[src/rtl/cam_pwr_seq_pkg.sv]
// Shared types and default timing for the camera/I2C power-up sequencer.
package cam_pwr_seq_pkg;

    localparam int CLK_HZ             = 100_000_000;
    localparam int NUM_CLK_FOR_400kHZ = CLK_HZ / 400_000;
    localparam int TICKS_PER_SEC      = CLK_HZ / NUM_CLK_FOR_400kHZ;

    localparam int DEF_T_OFF_TICKS     = TICKS_PER_SEC;
    localparam int DEF_T_PWR_TICKS     = 2 * TICKS_PER_SEC;
    localparam int DEF_T_PWD_TICKS     = TICKS_PER_SEC;
    localparam int DEF_T_I2C_TICKS     = TICKS_PER_SEC;
    localparam int DEF_T_INIT_TO_TICKS = 10 * TICKS_PER_SEC;
    localparam int DEF_MAX_RETRY       = 3;

    localparam int TICK_CNT_W = 23;
    typedef logic [TICK_CNT_W-1:0] tick_cnt_t;

    typedef enum logic [2:0] {
        OFF    = 3'd0,
        PWR    = 3'd1,
        PWD_LO = 3'd2,
        PWD_HI = 3'd3,
        WAKE   = 3'd4,
        INIT   = 3'd5,
        READY  = 3'd6,
        FAULT  = 3'd7
    } seq_state_t;

    typedef struct packed {
        logic cam_en;
        logic pwd;
        logic i2c_areset_n;
    } pwr_drive_t;

    // Pin levels the camera and I2C master see while the FSM sits in a state.
    function automatic pwr_drive_t state_drive(input seq_state_t s);
        pwr_drive_t d;
        case (s)
            PWR, PWD_HI:  d = '{cam_en: 1'b1, pwd: 1'b1, i2c_areset_n: 1'b0};
            PWD_LO, WAKE: d = '{cam_en: 1'b1, pwd: 1'b0, i2c_areset_n: 1'b0};
            INIT, READY:  d = '{cam_en: 1'b1, pwd: 1'b0, i2c_areset_n: 1'b1};
            default:      d = '{cam_en: 1'b0, pwd: 1'b1, i2c_areset_n: 1'b0};
        endcase
        return d;
    endfunction

endpackage

[src/rtl/cam_pwr_seq_if.sv]
// Control/status bundle between the sequencer and its surroundings.
interface cam_pwr_seq_if;
    import cam_pwr_seq_pkg::*;

    logic       tick;
    logic       restart_req;
    logic       i2c_init_done;
    logic       i2c_init_err;
    logic       cam_en;
    logic       pwd;
    logic       i2c_areset_n;
    logic       seq_ready;
    logic       seq_fault;
    logic [1:0] retry_cnt;
    logic [2:0] seq_state;

    modport slave (
        input  tick, restart_req, i2c_init_done, i2c_init_err,
        output cam_en, pwd, i2c_areset_n, seq_ready, seq_fault, retry_cnt, seq_state
    );

    modport master (
        output tick, restart_req, i2c_init_done, i2c_init_err,
        input  cam_en, pwd, i2c_areset_n, seq_ready, seq_fault, retry_cnt, seq_state
    );
endinterface

[src/rtl/cam_pwr_seq_tick_timer.sv]
// Tick-gated dwell counter; expire_o pulses on the tick that completes the dwell.
module cam_pwr_seq_tick_timer
    import cam_pwr_seq_pkg::*;
(
    input  logic      clk,
    input  logic      reset,
    input  logic      tick_i,
    input  logic      clear_i,
    input  tick_cnt_t last_i,
    output logic      expire_o
);

    tick_cnt_t cnt_q, cnt_d;

    always_comb begin
        cnt_d = cnt_q;
        if (clear_i) begin
            cnt_d = '0;
        end else if (tick_i) begin
            cnt_d = cnt_q + tick_cnt_t'(1);
        end
    end

    always_ff @(posedge clk or posedge reset) begin
        if (reset) begin
            cnt_q <= '0;
        end else begin
            cnt_q <= cnt_d;
        end
    end

    assign expire_o = tick_i && (cnt_q == last_i);

endmodule

[src/rtl/cam_pwr_seq.sv]
// Camera supply / power-down / I2C-reset sequencer with retry-on-failure.
module cam_pwr_seq
    import cam_pwr_seq_pkg::*;
#(
    parameter int T_OFF_TICKS     = DEF_T_OFF_TICKS,
    parameter int T_PWR_TICKS     = DEF_T_PWR_TICKS,
    parameter int T_PWD_TICKS     = DEF_T_PWD_TICKS,
    parameter int T_I2C_TICKS     = DEF_T_I2C_TICKS,
    parameter int T_INIT_TO_TICKS = DEF_T_INIT_TO_TICKS,
    parameter int MAX_RETRY       = DEF_MAX_RETRY
) (
    input  logic           clk,
    input  logic           reset,
    cam_pwr_seq_if.slave   bus
);

    localparam tick_cnt_t OFF_LAST  = tick_cnt_t'(T_OFF_TICKS - 1);
    localparam tick_cnt_t PWR_LAST  = tick_cnt_t'(T_PWR_TICKS - 1);
    localparam tick_cnt_t PWD_LAST  = tick_cnt_t'(T_PWD_TICKS - 1);
    localparam tick_cnt_t I2C_LAST  = tick_cnt_t'(T_I2C_TICKS - 1);
    localparam tick_cnt_t INIT_LAST = tick_cnt_t'(T_INIT_TO_TICKS - 1);

    seq_state_t state_q, state_d;
    logic [1:0] retry_q, retry_d;
    pwr_drive_t drive_q, drive_d;
    logic       ready_q, fault_q;

    tick_cnt_t  dwell_last;
    logic       expire;
    logic       timer_clear;

    always_comb begin
        dwell_last = OFF_LAST;
        case (state_q)
            PWR:           dwell_last = PWR_LAST;
            PWD_LO, PWD_HI: dwell_last = PWD_LAST;
            WAKE:          dwell_last = I2C_LAST;
            INIT:          dwell_last = INIT_LAST;
            default:       dwell_last = OFF_LAST;
        endcase
    end

    // Restart must clear the count even when already sitting in OFF.
    assign timer_clear = (state_d != state_q) || bus.restart_req;

    cam_pwr_seq_tick_timer u_timer (
        .clk      (clk),
        .reset    (reset),
        .tick_i   (bus.tick),
        .clear_i  (timer_clear),
        .last_i   (dwell_last),
        .expire_o (expire)
    );

    always_comb begin
        state_d = state_q;
        retry_d = retry_q;
        if (bus.restart_req) begin
            state_d = OFF;
            retry_d = 2'd0;
        end else begin
            case (state_q)
                OFF:    if (expire) state_d = PWR;
                PWR:    if (expire) state_d = PWD_LO;
                PWD_LO: if (expire) state_d = PWD_HI;
                PWD_HI: if (expire) state_d = WAKE;
                WAKE:   if (expire) state_d = INIT;
                INIT: begin
                    // A simultaneous done and err is treated as a failure.
                    if (bus.i2c_init_err || expire) begin
                        if (int'(retry_q) < MAX_RETRY) begin
                            retry_d = retry_q + 2'd1;
                            state_d = OFF;
                        end else begin
                            state_d = FAULT;
                        end
                    end else if (bus.i2c_init_done) begin
                        state_d = READY;
                    end
                end
                default: state_d = state_q;
            endcase
        end
    end

    assign drive_d = state_drive(state_d);

    always_ff @(posedge clk or posedge reset) begin
        if (reset) begin
            state_q <= OFF;
            retry_q <= 2'd0;
            drive_q <= '{cam_en: 1'b0, pwd: 1'b1, i2c_areset_n: 1'b0};
            ready_q <= 1'b0;
            fault_q <= 1'b0;
        end else begin
            state_q <= state_d;
            retry_q <= retry_d;
            drive_q <= drive_d;
            ready_q <= (state_d == READY);
            fault_q <= (state_d == FAULT);
        end
    end

    assign bus.cam_en       = drive_q.cam_en;
    assign bus.pwd          = drive_q.pwd;
    assign bus.i2c_areset_n = drive_q.i2c_areset_n;
    assign bus.seq_ready    = ready_q;
    assign bus.seq_fault    = fault_q;
    assign bus.retry_cnt    = retry_q;
    assign bus.seq_state    = state_q;

endmodule

[src/flat_wrapper.sv]
// flat-port wrapper written by rule: the top's interface ports become plain ports
module cam_pwr_seq_flat import cam_pwr_seq_pkg::*;
#(
    parameter int T_OFF_TICKS     = DEF_T_OFF_TICKS,
    parameter int T_PWR_TICKS     = DEF_T_PWR_TICKS,
    parameter int T_PWD_TICKS     = DEF_T_PWD_TICKS,
    parameter int T_I2C_TICKS     = DEF_T_I2C_TICKS,
    parameter int T_INIT_TO_TICKS = DEF_T_INIT_TO_TICKS,
    parameter int MAX_RETRY       = DEF_MAX_RETRY
)
  (clk, reset, bus_tick, bus_restart_req, bus_i2c_init_done, bus_i2c_init_err, bus_cam_en, bus_pwd, bus_i2c_areset_n, bus_seq_ready, bus_seq_fault, bus_retry_cnt, bus_seq_state);
  cam_pwr_seq_if bus_i ();
  input  logic clk;
  input  logic reset;
  input wire logic [$bits(bus_i.tick)-1:0] bus_tick;
  input wire logic [$bits(bus_i.restart_req)-1:0] bus_restart_req;
  input wire logic [$bits(bus_i.i2c_init_done)-1:0] bus_i2c_init_done;
  input wire logic [$bits(bus_i.i2c_init_err)-1:0] bus_i2c_init_err;
  output wire logic [$bits(bus_i.cam_en)-1:0] bus_cam_en;
  output wire logic [$bits(bus_i.pwd)-1:0] bus_pwd;
  output wire logic [$bits(bus_i.i2c_areset_n)-1:0] bus_i2c_areset_n;
  output wire logic [$bits(bus_i.seq_ready)-1:0] bus_seq_ready;
  output wire logic [$bits(bus_i.seq_fault)-1:0] bus_seq_fault;
  output wire logic [$bits(bus_i.retry_cnt)-1:0] bus_retry_cnt;
  output wire logic [$bits(bus_i.seq_state)-1:0] bus_seq_state;
  assign bus_i.tick = bus_tick;
  assign bus_i.restart_req = bus_restart_req;
  assign bus_i.i2c_init_done = bus_i2c_init_done;
  assign bus_i.i2c_init_err = bus_i2c_init_err;
  assign bus_cam_en = bus_i.cam_en;
  assign bus_pwd = bus_i.pwd;
  assign bus_i2c_areset_n = bus_i.i2c_areset_n;
  assign bus_seq_ready = bus_i.seq_ready;
  assign bus_seq_fault = bus_i.seq_fault;
  assign bus_retry_cnt = bus_i.retry_cnt;
  assign bus_seq_state = bus_i.seq_state;
  cam_pwr_seq #(.T_OFF_TICKS(T_OFF_TICKS), .T_PWR_TICKS(T_PWR_TICKS), .T_PWD_TICKS(T_PWD_TICKS), .T_I2C_TICKS(T_I2C_TICKS), .T_INIT_TO_TICKS(T_INIT_TO_TICKS), .MAX_RETRY(MAX_RETRY)) u_core (.clk(clk), .reset(reset), .bus(bus_i));
endmodule
[config.mk]
export PLATFORM = sky130hd
export DESIGN_NAME = cam_pwr_seq_flat
export DESIGN_NICKNAME = d
export VERILOG_FILES = /design/src/rtl/cam_pwr_seq_pkg.sv /design/src/rtl/cam_pwr_seq_if.sv /design/src/rtl/cam_pwr_seq_tick_timer.sv /design/src/rtl/cam_pwr_seq.sv /design/src/flat_wrapper.sv
export SDC_FILE = /design/constraint.sdc
export NUM_CORES = 1
export LEC_CHECK = 0
export ABC_AREA = 1
export BUFFER_PORTS_ARGS = -buffer_cell sky130_fd_sc_hd__buf_2
export CAP_MARGIN = 10
export CELL_PAD_IN_SITES_DETAIL_PLACEMENT = 1
export CELL_PAD_IN_SITES_GLOBAL_PLACEMENT = 2
export CORE_UTILIZATION = 40
export CTS_BUF_LIST = sky130_fd_sc_hd__clkbuf_8 sky130_fd_sc_hd__clkbuf_16
export DETAILED_ROUTE_END_ITERATION = 8
export PLACE_DENSITY = 0.95
export SETUP_SLACK_MARGIN = 0.02
export SYNTH_ARGS = -nofsm -noshare
export SYNTH_HDL_FRONTEND = slang
export SYNTH_SLANG_ARGS = --single-unit
[constraint.sdc]
create_clock -name clk -period 4.94 [get_ports clk]
set_input_delay 0.247 -clock clk [delete_from_list [all_inputs] [get_ports clk]]
set_output_delay 0.247 -clock clk [all_outputs]
set_load 0.005 [all_outputs]
# Word-level counts from Yosys, hierarchy flattened
# Index checks and enable logic that the tools add are counted.
[totals]
output_inout_bits = 10
register_bits = 33
in_bits = 6
[op_classes]
order_cmp = 1
mux = 18
n_reduce_logical = 12
n_eq_ne = 14
n_addsub = 2
[ops]
columns = ["operator", "n"]
rows = [
  ["23-bit 2-to-1 mux", 2],
  ["22-bit one-hot mux with 2 select lines", 1],
  ["3-bit 2-to-1 mux", 9],
  ["23-bit by 1-bit adder with 23-bit output (second input constant)", 1],
  ["23-bit equality test", 1],
  ["3-bit equality test (second input constant)", 6],
  ["3-bit one-hot mux with 6 select lines", 1],
  ["3-bit by 2-bit equality test with 1-bit output (second input constant)", 4],
  ["3-bit one-hot mux with 3 select lines", 1],
  ["2-bit 2-to-1 mux", 4],
  ["2-bit nonzero test", 4],
  ["3-bit by 1-bit equality test with 1-bit output (second input constant)", 2],
  ["2-bit OR reduction", 3],
  ["3-bit logical NOT", 1],
  ["3-bit inequality test", 1],
  ["3-bit AND reduction", 1],
  ["2-bit by 1-bit adder with 2-bit output (second input constant)", 1],
  ["1-bit logical OR", 2],
  ["2-bit less-than comparator (second input constant)", 1],
  ["1-bit logical AND", 1],
]

# Logic depth before layout (Yosys ltp)
[logic_depth]
depth_word = 11
ltp_mapped = 18
ltp_nobuf = 17

# Modules after synthesis
# Synthesis repeated with hierarchy kept, for this count alone.
[unflattened]
hier_cells = 390
area_unflattened_um2 = 2406.1
[modules_own_cells]
columns = ["mod", "cells_per_inst", "n_inst", "area_each_um2"]
rows = [
  ["cam_pwr_seq_tick_timer", 305, 1, 1767.9],
  ["cam_pwr_seq", 85, 1, 638.1],
]

# Worst setup path after synthesis
# OpenSTA, ideal clock, no wires.
[synth_path]
path_type = "reg2reg"
startpoint = "reg u_core.u_timer.cnt_q[0]"
endpoint = "reg u_core.u_timer.cnt_q[0]"
stages_incl_launch_ff = 18
period_less_slack_ns = 1.977
arrival_ns = 1.853
n_path_buf = 1
setup_time_ns = 0.124
path_slack_ns = 2.963
required_ns = 4.816
cell_sequence = "dfrtp_1 -> ha_1 -> nand2_1 -> nor2_1 -> nand2_1 -> nor2_1 -> nand2_1 -> nor2_2 -> nand3_2 -> inv_2 -> nand2_2 -> nand2_1 -> nand3_2 -> nand3_1 -> nand2_2 -> nand2_4 -> buf_12 -> nor2_4"
[synth_between]
elab_chain_len = 9
elab_cells_between_ends = 17
[synth_lines]
columns = ["item", "line_no", "rtl"]
rows = [
  ["start, declared", "cam_pwr_seq_tick_timer.sv:13", "tick_cnt_t cnt_q, cnt_d;"],
  ["start signal, assigned", "cam_pwr_seq_tick_timer.sv:28", "cnt_q <= cnt_d;"],
  ["23-bit equality test", "cam_pwr_seq_tick_timer.sv:32", "assign expire_o = tick_i && (cnt_q == last_i);"],
  ["1-bit logical AND", "cam_pwr_seq_tick_timer.sv:32", ""],
  ["1-bit logical OR", "cam_pwr_seq.sv:70", "if (bus.i2c_init_err || expire) begin"],
  ["3-bit 2-to-1 mux", "cam_pwr_seq.sv:70", ""],
  ["3-bit one-hot mux with 6 select lines", "cam_pwr_seq.sv:62", "case (state_q)"],
  ["3-bit 2-to-1 mux", "cam_pwr_seq.sv:58", "if (bus.restart_req) begin"],
  ["3-bit inequality test", "cam_pwr_seq.sv:44", "assign timer_clear = (state_d != state_q) || bus.restart_req;"],
  ["1-bit logical OR", "cam_pwr_seq.sv:44", ""],
  ["23-bit 2-to-1 mux / 2-bit nonzero test (equally long branches)", "-", ""],
]
# Parallel ways exist; a longest one is shown, timed or not. The select of a mux whose other input is x is not followed.
# A chain may end at the register's enable or synchronous reset.

# Worst setup path in the final report
[layout_path]
startpoint = "reg u_core.u_timer.cnt_q[0]"
endpoint = "reg u_core.u_timer.cnt_q[6]"
# The elaborated chain is that of the path after synthesis.

==> flow_summary.ini <==
[status]
status = finished, final reports clean

[pwr]
pwr-share-seq_pct = 53.9
combPwrFrac_pct = 5.8
p_per_area_nw_per_um2 = 218.7
p_sw_mw = 0.1186
clockPowerShare_pct = 40.3
vdd_drop_max_uv = 153.6
switching_share_pct = 23.35
p_leak_nw = 1.032
p_int_mw = 0.3891
p_total_mw = 0.5077

[global_routing]
gr-total-overflow = 0
grt_pass1_vias = 1595
grtUsageTotal_pct = 18.00
grt_pass1_wl_um = 7569
grt_max_degree = 34
antenna_found_initial = 0

[placement]
dpl.hpwl_um = 3434
io_buffer_count = 15
place_inst = 325
dp_slack_ns = 2.307
gp_congestion = 0.7937

[finish]
nNetsFinal = 270
synthToLayoutAreaGrowth_pct = 9.634
num_antenna_cells = 0
layout_commonest_cell = nand2_1
final_cell_mix = nand2_1 (44), dfrtp_1 (32), inv_1 (28), nor2_1 (28), nor2_4 (21)
final_layout_size_suffix_gt1_share_pct = 26.24
layout.cells.non_filler = 333

[drt]
vias = 1596
drtIter0Drc = 46
routed_wirelength_um = 4520
wire_per_inst_um = 13.57
drtPass1Iterations = 4
ant_nets = 0
drc = 0
vias_per_cell = 4.793

[critical_path]
critPathRequiredTime_ns = 5.08
worst-path-max-fanout = 23
crit_path_end_kind = register
cp.arrival_ns = 2.77
critPathLaunchType = register
path_class = reg2reg

[timing]
finalSetupTns_ns = 0
fin_ws_ns = 2.315
rsz0062_at_grt = false
hold_viol = 0
worstMarginPinSlew_ns = 0.6353
max_freq_mhz = 381.0
relSlewSlack_pct = 57.61
setup_viol_count_final = 0
drv_slew = 0
skew_ns = 0.005944
finalCritPeriodShare_pct = 53.13
min_period_ns = 2.625

[synth]
seq_area_frac_synth_pct = 39.07
yosys.cell_types.count = 30
synth.net_count = 252
ys_ff_latch = 33
synthCells = 244
ys_warn_count = 0
synth_area_um2 = 2117
avgSynthCellArea_um2 = 8.676

[clock_tree]
htreeDepth = 2
path_clk_slew_ns = 0.07
clock_path_buffers = 2
post_cts_resized = 0
clock_latency_ns = 0.28
cts_buffers = 5
cts_tree = built
cts-root-buf = clkbuf_8
post-cts-setup-buffers = 0
cts_sinks = 33
postCtsHoldBufs = 0

[floorplan]
core_um2 = 5107
dieArea_um2 = 5588
die_w_um = 74.75
num_rows = 26
io_pins = 16
dieHeight_um = 74.75
initial_core_util_pct = 41.45

[run]
max_cap_viol_count = 0

[worst_hold_path]
hold_path_class = in2async
Yosys cell counts:
library cell / count / area share (%)
nand2_1: 44 / 7.8
dfrtp_1: 32 / 38
nor2_1: 28 / 5.0
inv_1: 26 / 4.6
nor2_4: 21 / 11
xor2_1: 19 / 7.9
nand3_1: 16 / 3.8
nand2_2: 8 / 2.4
nand3_2: 6 / 2.8
nand4_1: 6 / 1.8
o21ai_0: 6 / 1.4
nor3_1: 5 / 1.2
nand2_4: 3 / 1.6
xnor2_1: 3 / 1.2
buf_12: 2 / 1.9
ha_1: 2 / 1.2
inv_2: 2 / 0.35
nand3b_1: 2 / 0.71
nor2_2: 2 / 0.59
a211o_2: 1 / 0.47
a21oi_1: 1 / 0.24
and2_1: 1 / 0.30
buf_2: 1 / 0.24
buf_4: 1 / 0.35
clkbuf_1: 1 / 0.18
dfstp_2: 1 / 1.2
inv_4: 1 / 0.30
mux2i_1: 1 / 0.47
o21ai_4: 1 / 0.77
or2_2: 1 / 0.30
final cells by class:
class                   count  area, um2
flip-flops and latches     33      827.0
well taps                  70      87.58
clock buffers               6      82.58
clock inverters             2      7.507
inverters                  29      111.4
multi-input cells         177       1122
repair buffers             16      82.58
fillers                   631       2786
final timing paths:
| check | startpoint | endpoint | slack, ns | cells after the start |
|---|---|---|---|---|
| setup / recovery | u_core.u_timer.cnt_q[0] | u_core.u_timer.cnt_q[6] | 2.32 | 16 |
| hold / removal | reset | u_core.u_timer.cnt_q[14] | 0.06 | 3 |
| setup reg to reg | u_core.u_timer.cnt_q[0] | u_core.u_timer.cnt_q[6] | 2.32 | 16 |
| hold reg to reg | u_core.bus.retry_cnt[0] | u_core.bus.retry_cnt[0] | 0.56 | 2 |
| max in group asynchronous | reset | u_core.bus.pwd | 4.55 | 3 |
| min in group clk | bus_restart_req | u_core.bus.seq_state[0] | 0.16 | 2 |
per-stage QoR:
step	util, %	hold slack (ns)	cell area [um2]
after CTS	45.44	0.06527	2321
after detailed placement	43.68	0.3671	2231
after global routing	45.44	0.09645	2321
after global placement	43.68	0.3499	2231
after floorplan	-	0.3250	2117
final	45.44	0.05613	2321
power by group through the flow:
| stage | clock network [mW] | logic, mW | registers (mW) |
|---|---|---|---|
| floorplan | 0 | 0.0265 | 0.278 |
| global placement | 0 | 0.0293 | 0.278 |
| detailed placement | 0 | 0.0304 | 0.279 |
| CTS | 0.210 | 0.0306 | 0.274 |
| global route | 0.220 | 0.0332 | 0.274 |
| finish | 0.205 | 0.0294 | 0.273 |
registers in the layout (all words and copies together), names as in the netlist:
signal / cells
u_core.bus.seq_fault: 1
u_core.bus.i2c_areset_n: 1
u_core.bus.retry_cnt: 2
u_core.bus.seq_ready: 1
u_core.u_timer.cnt_q: 23
u_core.bus.cam_en: 1
u_core.bus.pwd: 1
u_core.bus.seq_state: 3
logic make-up after synthesis:
| kind of cell | count (synthesis) | synth area share [%] |
|---|---|---|
| AOI/OAI and AO/OA | 9 | 2.896 |
| xor gates and xnor gates | 22 | 9.102 |
| adders and majority gates | 2 | 1.182 |
| buffers and inverters | 34 | 7.920 |
| DFF | 33 | 39.07 |
| muxes | 1 | 0.4728 |
| and+or+nand+nor | 143 | 39.36 |
layer usage:
| metal | part of all wire, % | global-route usage (%) | vias up |
|---|---|---|---|
| li1 | - | - | 797 |
| met1 | 49 | 25.08 | 783 |
| met2 | 48 | 28.43 | 14 |
| met3 | 2.5 | 4.016 | 2 |
| met4 | 0.49 | 4.403 | 0 |
| met5 | 0 | 0 | - |
critical path, stage by stage, from the launching register on:
cell and delay (ns):
dfrtp_1 0.39, ha_1 0.21, nand2_1 0.09, nor2_1 0.14
nand2_1 0.07, nor2_1 0.11, nand2_1 0.10, nor2_2 0.15
nand3_2 0.10, inv_2 0.10, nand3_1 0.09, nand3_2 0.12
nand2_2 0.07, nand2_1 0.08, nand2_2 0.06, nand2_4 0.47
nor2_1 0.09
Note: power is estimated with default switching activity, not from simulation.
